===== src/rtl/uart_rx_loader.sv =====
// UART receiver (8N1 by default) that hands each good word to a downstream load-enable register.
// A frame with a low stop bit raises frame_err instead of load, and D keeps its previous value.
module uart_rx_loader #(
  parameter int N            = 8,
  parameter int CLKS_PER_BIT = 868
) (
  input  logic         clk,
  input  logic         reset,
  input  logic         rx,
  output logic [N-1:0] D,
  output logic         load,
  output logic         frame_err,
  output logic         busy
);

  localparam int BW = (CLKS_PER_BIT > 1) ? $clog2(CLKS_PER_BIT) : 1;
  localparam int IW = (N > 1) ? $clog2(N) : 1;

  localparam logic [BW-1:0] HALF_LAST = BW'(CLKS_PER_BIT / 2 - 1);
  localparam logic [BW-1:0] BIT_LAST  = BW'(CLKS_PER_BIT - 1);
  localparam logic [IW-1:0] IDX_LAST  = IW'(N - 1);

  localparam logic [1:0] IDLE  = 2'd0;
  localparam logic [1:0] START = 2'd1;
  localparam logic [1:0] DATA  = 2'd2;
  localparam logic [1:0] STOP  = 2'd3;

  logic          rx_meta;
  logic          rx_s;
  logic          rx_s_d;
  logic [1:0]    state;
  logic [BW-1:0] baud;
  logic [IW-1:0] idx;
  logic [N-1:0]  shreg;
  logic          baud_done;
  logic          half_done;
  logic          data_sample;

  assign half_done   = (baud == HALF_LAST);
  assign baud_done   = (baud == BIT_LAST);
  assign data_sample = (state == DATA) && baud_done;
  assign busy        = (state != IDLE);

  // Control path: synchronizer, edge detect, bit-period sequencing and strobes
  always_ff @(posedge clk) begin
    if (reset) begin
      rx_meta   <= 1'b1;
      rx_s      <= 1'b1;
      rx_s_d    <= 1'b1;
      state     <= IDLE;
      baud      <= '0;
      idx       <= '0;
      D         <= '0;
      load      <= 1'b0;
      frame_err <= 1'b0;
    end else begin
      rx_meta   <= rx;
      rx_s      <= rx_meta;
      rx_s_d    <= rx_s;
      load      <= 1'b0;
      frame_err <= 1'b0;
      case (state)
        IDLE: begin
          // A falling edge is required, so a held-low break line never retriggers.
          if (rx_s_d && !rx_s) begin
            baud  <= '0;
            state <= START;
          end
        end
        START: begin
          if (half_done) begin
            if (!rx_s) begin
              baud  <= '0;
              idx   <= '0;
              state <= DATA;
            end else begin
              state <= IDLE;
            end
          end else begin
            baud <= baud + BW'(1);
          end
        end
        DATA: begin
          if (baud_done) begin
            baud <= '0;
            if (idx == IDX_LAST) begin
              state <= STOP;
            end else begin
              idx <= idx + IW'(1);
            end
          end else begin
            baud <= baud + BW'(1);
          end
        end
        default: begin
          if (baud_done) begin
            baud  <= '0;
            state <= IDLE;
            if (rx_s) begin
              D    <= shreg;
              load <= 1'b1;
            end else begin
              frame_err <= 1'b1;
            end
          end else begin
            baud <= baud + BW'(1);
          end
        end
      endcase
    end
  end

  // Data path: shift register is never reset and only reaches D through a good stop bit
  always_ff @(posedge clk) begin
    if (data_sample) begin
      shreg[idx] <= rx_s;
    end
  end

endmodule


===== config.mk =====
export PLATFORM = sky130hd
export DESIGN_NAME = uart_rx_loader
export DESIGN_NICKNAME = d
export VERILOG_FILES = /design/src/rtl/uart_rx_loader.sv
export SDC_FILE = /design/constraint.sdc
export NUM_CORES = 1
export LEC_CHECK = 0
export CAP_MARGIN = 10
export CORE_MARGIN = 4
export CORE_UTILIZATION = 53
export CTS_CLUSTER_DIAMETER = 80
export DETAILED_ROUTE_END_ITERATION = 12
export DONT_BUFFER_PORTS = 1
export PLACE_DENSITY = 0.71
export SLEW_MARGIN = 25
export SYNTH_ARGS = -nofsm -noshare
export SYNTH_HDL_FRONTEND = slang
export SYNTH_SLANG_ARGS = --single-unit

===== constraint.sdc =====
create_clock -name clk -period 2.1 [get_ports clk]
set_input_delay 0.315 -clock clk [delete_from_list [all_inputs] [get_ports clk]]
set_output_delay 0.315 -clock clk [all_outputs]
set_load 0.02 [all_outputs]

==> impl_metrics.csv, run 1 <==
group,metric,value,unit
status,status,"finished, final reports clean",
yosys,ys.flop_type,"dfxtp_1",
cells_and_area,fin_util,0.6216,
yosys,synth_cell_type_count,47,
pwr,clkPwrFrac,0.323,
clock_tree,worstSkewPairLatency,0.34,ns
pwr,p_seq_frac,0.647,
clock_tree,cts_setup_buffers,0,
yosys,yosys-top-cells-area,"dfxtp_1 31%, edfxtp_1 13%, nand2_1 7.4%, ha_1 5.6%, a21oi_1 3.6%",
yosys,synth_area_leader_cell,"dfxtp_1",
yosys,syn_area,0.001785,mm^2
yosys,synth_commonest_cells,"35 x nand2_1, 28 x dfxtp_1, 13 x a21oi_1",
routing,firstDrtPassIters,4,
yosys,synth-seq-area-share,0.4485,
yosys,ys_warn_count,0,
grt,grt_use_total,0.1835,
yosys,synth_seq_cells,36,
pwr,peakVddDrop,0.3294,mV
routing,via_per_inst,5.950,
yosys,synthCells,191,
clock_tree,ctsLongestPathBuffers,2,
worst_setup_path,critPathMaxFanout,7,
die,die_h,66.04,um
routing,drcViolationCount,0,
timing,finalSetupViolCount,0,
grt,grt_pass1_wl,5.996,mm
clock_tree,cts_tree,"yes",
routing,wire_per_inst,15.18,um
yosys,synth_compound_area_frac,0.1843,
cells_and_area,diodes,0,
timing,slew_viol_final,0,
routing,ant_nets,0,
yosys,syn-num-nets,202,
clock_tree,cts_sinks,36,
yosys,synth_adder_area_share,0.05606,
timing,worst_slew_pin_slew,0.4872,ns
place,hpwl,2.550,mm
yosys,yosysMostFrequentCell,"nand2_1",
worst_setup_path,critPathKind,"flip-flop to flip-flop",
clock_tree,htree_levels,2,
clock_tree,path_clk_slew,0.11,ns
yosys,synth_top_family_by_area,"simple AND/OR/NAND/NOR gates",
cells_and_area,fin_nets,205,
cells_and_area,drive_gt1_frac,0.1436,
cells_and_area,instances_no_fill,239,
yosys,muxShareOfSynthArea,0.005606,
worst_setup_path,crit_required,2.38,ns
clock_tree,cts-root-buf,"clkbuf_4",
pwr,combinationalPowerShare,0.030,
place,io_buffers,0,
pwr,power.leakage,0.6510,nW
cells_and_area,synthToLayoutAreaGrowth,8.900,%
die,io_pins,14,
worst_setup_path,cp_data_arrival_time,2.30,ns
pwr,p_int,0.0008538,W
pwr,power.share.switching,0.2216,
clock_tree,cts_buffers,5,
timing,holdWs,0.03172,ns
yosys,syn_area_per_cell,9.348,um^2
place,gp_congestion,0.8446,
routing,drt_iter0_markers,80,
grt,gr-total-overflow,0,
timing,fin_crit_sh,0.9623,
yosys,netlist.area_leader.share,0.3139,
yosys,synth_simple_gate_area_frac,0.2621,
timing,fin_tns_setup,0,ns
worst_setup_path,end_kind,"flip-flop",
flow_run,maxCapViolCount,0,
grt,grt_max_degree,26,
die,dieArea,0.004361,mm^2
routing,vias,1422,
yosys,synth_edf_count,8,
place,placedCellCount,230,
timing,worst_slack,0.07910,ns
die,start_util,0.5708,
pwr,p_sw,0.0002431,W
yosys,synthXorXnorAreaFrac,0,
die,die_x,66.04,um
die,core_area,0.003128,mm^2
grt,antenna_found_initial,0,
timing,period_needed,2.021,ns
place,dp_slack,0.005510,ns
timing,fmax,0.4948,GHz
timing,hold_viol_final,0,
die,rows,20,
timing,max_slew_margin,0.6752,
routing,wirelength,3.627,mm
timing,finalClockSkew,0.01114,ns
yosys,ys_async_sr_fraction,0,
worst_hold_path,min_path_type,"input port to flip-flop",
worst_setup_path,cp-start-kind,"flip-flop",
grt,grt_pass1_vias,1348,
pwr,p_per_area,564.1,mW/mm^2
## logic make-up (layout without fill, tap and decap cells)
logic type	count (synthesis)	after routing
AOI/OAI and AO/OA	43	43
muxes	1	1
adders and majority gates	8	8
and+or+nand+nor	85	85
buffers and inverters	18	22
DFF	36	36
## sequential cells by signal (all words and copies together), names as in the netlist
name and flops:
state 2, shreg 8, rx_s_d 1, rx_s 1
load 1, D 8, baud 10, idx 3
frame_err 1, rx_meta 1
## cell type report
cell class,instances,area (um^2)
Inverter,6,22.52
Tap cell,44,55.05
Clock inverter,1,5.005
Fill cell,270,1184
Timing Repair Buffer,8,62.56
Multi-Input combinational cell,137,952.2
Clock buffer,7,45.04
Sequential cell,36,802.0
## cell usage in the layout, fill, tap and decap left out, types with 3 or more instances in the layout
| cell | Yosys | final |
|---|---|---|
| a21oi_1 | 13 | 13 |
| a2bb2oi_1 | 6 | 6 |
| buf_4 | 0 | 7 |
| clkbuf_4 | 0 | 5 |
| dfxtp_1 | 28 | 27 |
| edfxtp_1 | 8 | 8 |
| ha_1 | 8 | 8 |
| inv_1 | 6 | 6 |
| nand2_1 | 35 | 35 |
| nand2b_1 | 8 | 7 |
| nand3_1 | 4 | 4 |
| nand3b_1 | 3 | 3 |
| nor2_1 | 4 | 4 |
| nor3_1 | 8 | 7 |
| nor4_1 | 3 | 3 |
| o31ai_1 | 4 | 4 |
| or2_2 | 4 | 4 |
| or3_1 | 4 | 4 |
## worst max-delay path, stage by stage (launching register included)
cell	delay, ns
dfxtp_2	0.37
inv_1	0.08
ha_1	0.28
or3_1	0.37
o32a_1	0.21
or4b_1	0.53
mux2i_1	0.14
## what timing repair did
| action | 4_1_cts | 5_1_grt |
|---|---|---|
| hold buffers | 0 | 1 |
| setup endpoints to repair | 2 | 7 |
| hold endpoints to repair | 0 | 6 |
| resized for setup | 1 | 7 |
## power by group through the flow
stage | clock network (W) | registers [W] | logic [W]
final | 0.000354 | 0.000710 | 0.0000327
after global routing | 0.000398 | 0.000711 | 0.0000355
after CTS | 0.000366 | 0.000710 | 0.0000271
after detailed placement | 0 | 0.000726 | 0.0000267
after global placement | 0 | 0.000726 | 0.0000263
after floorplan | 0 | 0.000726 | 0.0000241
## path summary, 6_finish.rpt
kind                            slack, ns     start  endpoint  depth (start not counted)
worst max-delay path                 0.08  state[0]   baud[9]                          6
worst min-delay path                 0.03     reset  state[0]                          1
worst max register to register       0.08  state[0]   baud[9]                          6
worst min register to register       0.42   rx_meta      rx_s                          1
## per-layer routing
metal  vias up  share of wire  GRT usage
met4         0          0.014    0.08629
met3         7          0.073    0.06293
li1        701              -          -
met1       667           0.43     0.2123
met2        47           0.48     0.3029
met5         -              0          0
## stage by stage
step	power, W	cell area, um^2
2_1_floorplan	0.0007497	1785
3_3_place_gp	0.0007522	1838
3_5_place_dp	0.0007528	1838
4_1_cts	0.001103	1891
5_1_grt	0.001144	1944
6_report	0.001097	1944
Power figures use the tool's default switching activity.
==> run 2: changes to the inputs <==
- CELL_PAD_IN_SITES_DETAIL_PLACEMENT: unset -> 1
- CELL_PAD_IN_SITES_GLOBAL_PLACEMENT: unset -> 2
- CORE_UTILIZATION: 53 -> 35
- PLACE_DENSITY: 0.71 -> unset
- PLACE_DENSITY_LB_ADDON: unset -> 0.1
==> impl_metrics.csv, run 2 (same netlist as run 1, synthesis figures left out) <==
group,metric,value,unit
timing,fin_tns_setup,0,ns
clock_tree,cts_sinks,36,
timing,finalSetupViolCount,0,
clock_tree,path_clk_slew,0.07,ns
place,placedCellCount,263,
grt,grt_pass1_vias,1518,
worst_setup_path,cp-start-kind,"flip-flop",
cells_and_area,synthToLayoutAreaGrowth,14.86,%
cells_and_area,regMostFlops,"baud",
pwr,p_int,0.0009523,W
pwr,p_seq_frac,0.583,
routing,vias,1451,
timing,worst_slew_pin_slew,0.5543,ns
worst_setup_path,r2r_slack,0.11,ns
routing,firstDrtPassIters,4,
clock_tree,ctsLongestPathBuffers,2,
cells_and_area,postLayoutCellArea,0.002051,mm^2
timing,fin_crit_sh,0.9496,
routing,ant_nets,0,
worst_setup_path,cp_common_cell,"ha_1",
worst_setup_path,path_cells,"ha_1 -> ha_1 -> o41ai_2 -> o21ai_1 -> or3b_1 -> a21oi_1",
cells_and_area,diodes,0,
worst_setup_path,r2r_end,"idx[0]",
routing,drt_iter0_markers,60,
cells_and_area,reg.largest.list,"baud (10), D (8), shreg (8)",
flow_run,maxCapViolCount,0,
clock_tree,cts-root-buf,"clkbuf_8",
place,gp_congestion,0.7442,
worst_setup_path,critPathKind,"flip-flop to flip-flop",
worst_setup_path,worst_r2r_path_depth,6,
timing,fmax,0.5015,GHz
routing,wirelength,4.267,mm
routing,via_per_inst,5.354,
die,core_area,0.004817,mm^2
place,dpl_cell_area,0.001954,mm^2
cells_and_area,fin_nets,214,
worst_setup_path,cp_data_arrival_time,2.22,ns
timing,period_needed,1.994,ns
worst_hold_path,hold_start,"reset",
die,die_h,79.43,um
timing,rsz0062_at_grt,"no",
grt,grt_use_total,0.1532,
die,dieArea,0.006308,mm^2
clock_tree,cts_setup_buffers,0,
die,die_x,79.43,um
timing,max_slew_margin,0.6300,
cells_and_area,largest_reg_flops,10,
timing,finalClockSkew,0.003058,ns
pwr,power.leakage,0.6796,nW
grt,gr-total-overflow,0,
worst_hold_path,holdPathStages,1,
routing,drcViolationCount,0,
pwr,clkPwrFrac,0.395,
grt,grt_max_degree,26,
die,rows,25,
cells_and_area,mostFrequentLayoutCells,"35 x nand2_1, 26 x dfxtp_1, 16 x buf_4",
worst_setup_path,end_kind,"flip-flop",
pwr,p_sw,0.0002706,W
worst_hold_path,hold_path_end,"state[0]",
worst_setup_path,slowest_stage,"o41ai_2",
pwr,power.share.switching,0.2213,
clock_tree,worstSkewPairLatency,0.29,ns
routing,wire_per_inst,15.75,um
die,start_util,0.3706,
worst_setup_path,crit_required,2.32,ns
grt,antenna_found_initial,0,
cells_and_area,layout_commonest_cell,"nand2_1",
cells_and_area,drive_gt1_frac,0.1912,
clock_tree,htree_levels,2,
die,io_pins,14,
pwr,peakVddDrop,0.2697,mV
worst_setup_path,r2r-start,"idx[1]",
clock_tree,cts_tree,"yes",
clock_tree,cts_buffers,5,
pwr,p_per_area,596.3,mW/mm^2
pwr,combinationalPowerShare,0.023,
place,io_buffers,0,
worst_setup_path,cp_slowest_stage_delay,0.46,ns
place,hpwl,3.134,mm
worst_setup_path,critPathMaxFanout,6,
status,status,"finished, final reports clean",
grt,grt_pass1_wl,7.500,mm
timing,hold_viol_final,0,
timing,slew_viol_final,0,
worst_hold_path,min_path_type,"input port to flip-flop",
cells_and_area,instances_no_fill,271,
-- run 2: stage by stage --
step                hold slack (ns)    util  setup WS, ns  power (W)
floorplan                    0.3895       -       0.08213  0.0007497
global placement             0.3882  0.4057        0.1458  0.0007554
detailed placement           0.3921  0.4057        0.1115  0.0007560
CTS                         0.07734  0.4231       0.09246   0.001252
global route                0.07132  0.4257      0.003647   0.001288
finish                      0.09031  0.4257        0.1059   0.001223
-- run 2: worst max path at each step --
stage	slack, ns	cells after the start	end	start
CTS	0.09	7	baud[8]	state[1]
detailed placement	0.11	7	baud[8]	state[1]
floorplan	0.08	7	baud[9]	state[1]
global placement	0.15	7	baud[8]	state[1]
finish	0.11	6	idx[0]	idx[1]
global route	0.004	6	idx[0]	idx[1]
-- run 2: worst max-delay path: cells and delay by family, from the launching register on --
kind	cells	cell delay (ns)
compound gates	3	0.76
fa+ha+maj	2	0.41
flops	1	0.36
simple gates	1	0.40
-- run 2: final cells by class --
class | count | area, um^2
clock buffers | 6 | 72.57
well taps | 67 | 83.83
repair buffers | 17 | 140.1
clock inverters | 2 | 11.26
multi-input cells | 137 | 917.1
inverters | 6 | 22.52
flip-flops and latches | 36 | 803.3
fillers | 580 | 2766
-- run 2: power groups by stage --
stage / logic [W] / registers, W / clock network, W
after floorplan: 0.0000241 / 0.000726 / 0
after global placement: 0.0000271 / 0.000728 / 0
after detailed placement: 0.0000275 / 0.000729 / 0
after CTS: 0.0000276 / 0.000712 / 0.000512
after global routing: 0.0000307 / 0.000713 / 0.000544
final: 0.0000277 / 0.000713 / 0.000483
-- run 2: timing repair --
| item | 4_1_cts | 5_1_grt |
|---|---|---|
| setup endpoints to repair | 0 | 11 |
| gates resized for setup | 0 | 5 |
| hold buffers | 0 | 0 |
-- run 2: routing by layer --
layer / track usage / routed length (um) / vias up
li1: - / - / 718
met1: 0.1884 / 2061 / 710
met2: 0.2579 / 2021 / 19
met3: 0.04176 / 140 / 4
met4: 0.04983 / 43 / 0
met5: 0 / 0 / -
==> run 3: changes to the inputs <==
- CAP_MARGIN: 10 -> 20
==> results of run 3 <==
Final layout, timing and power as in run 2 (identical DEF).
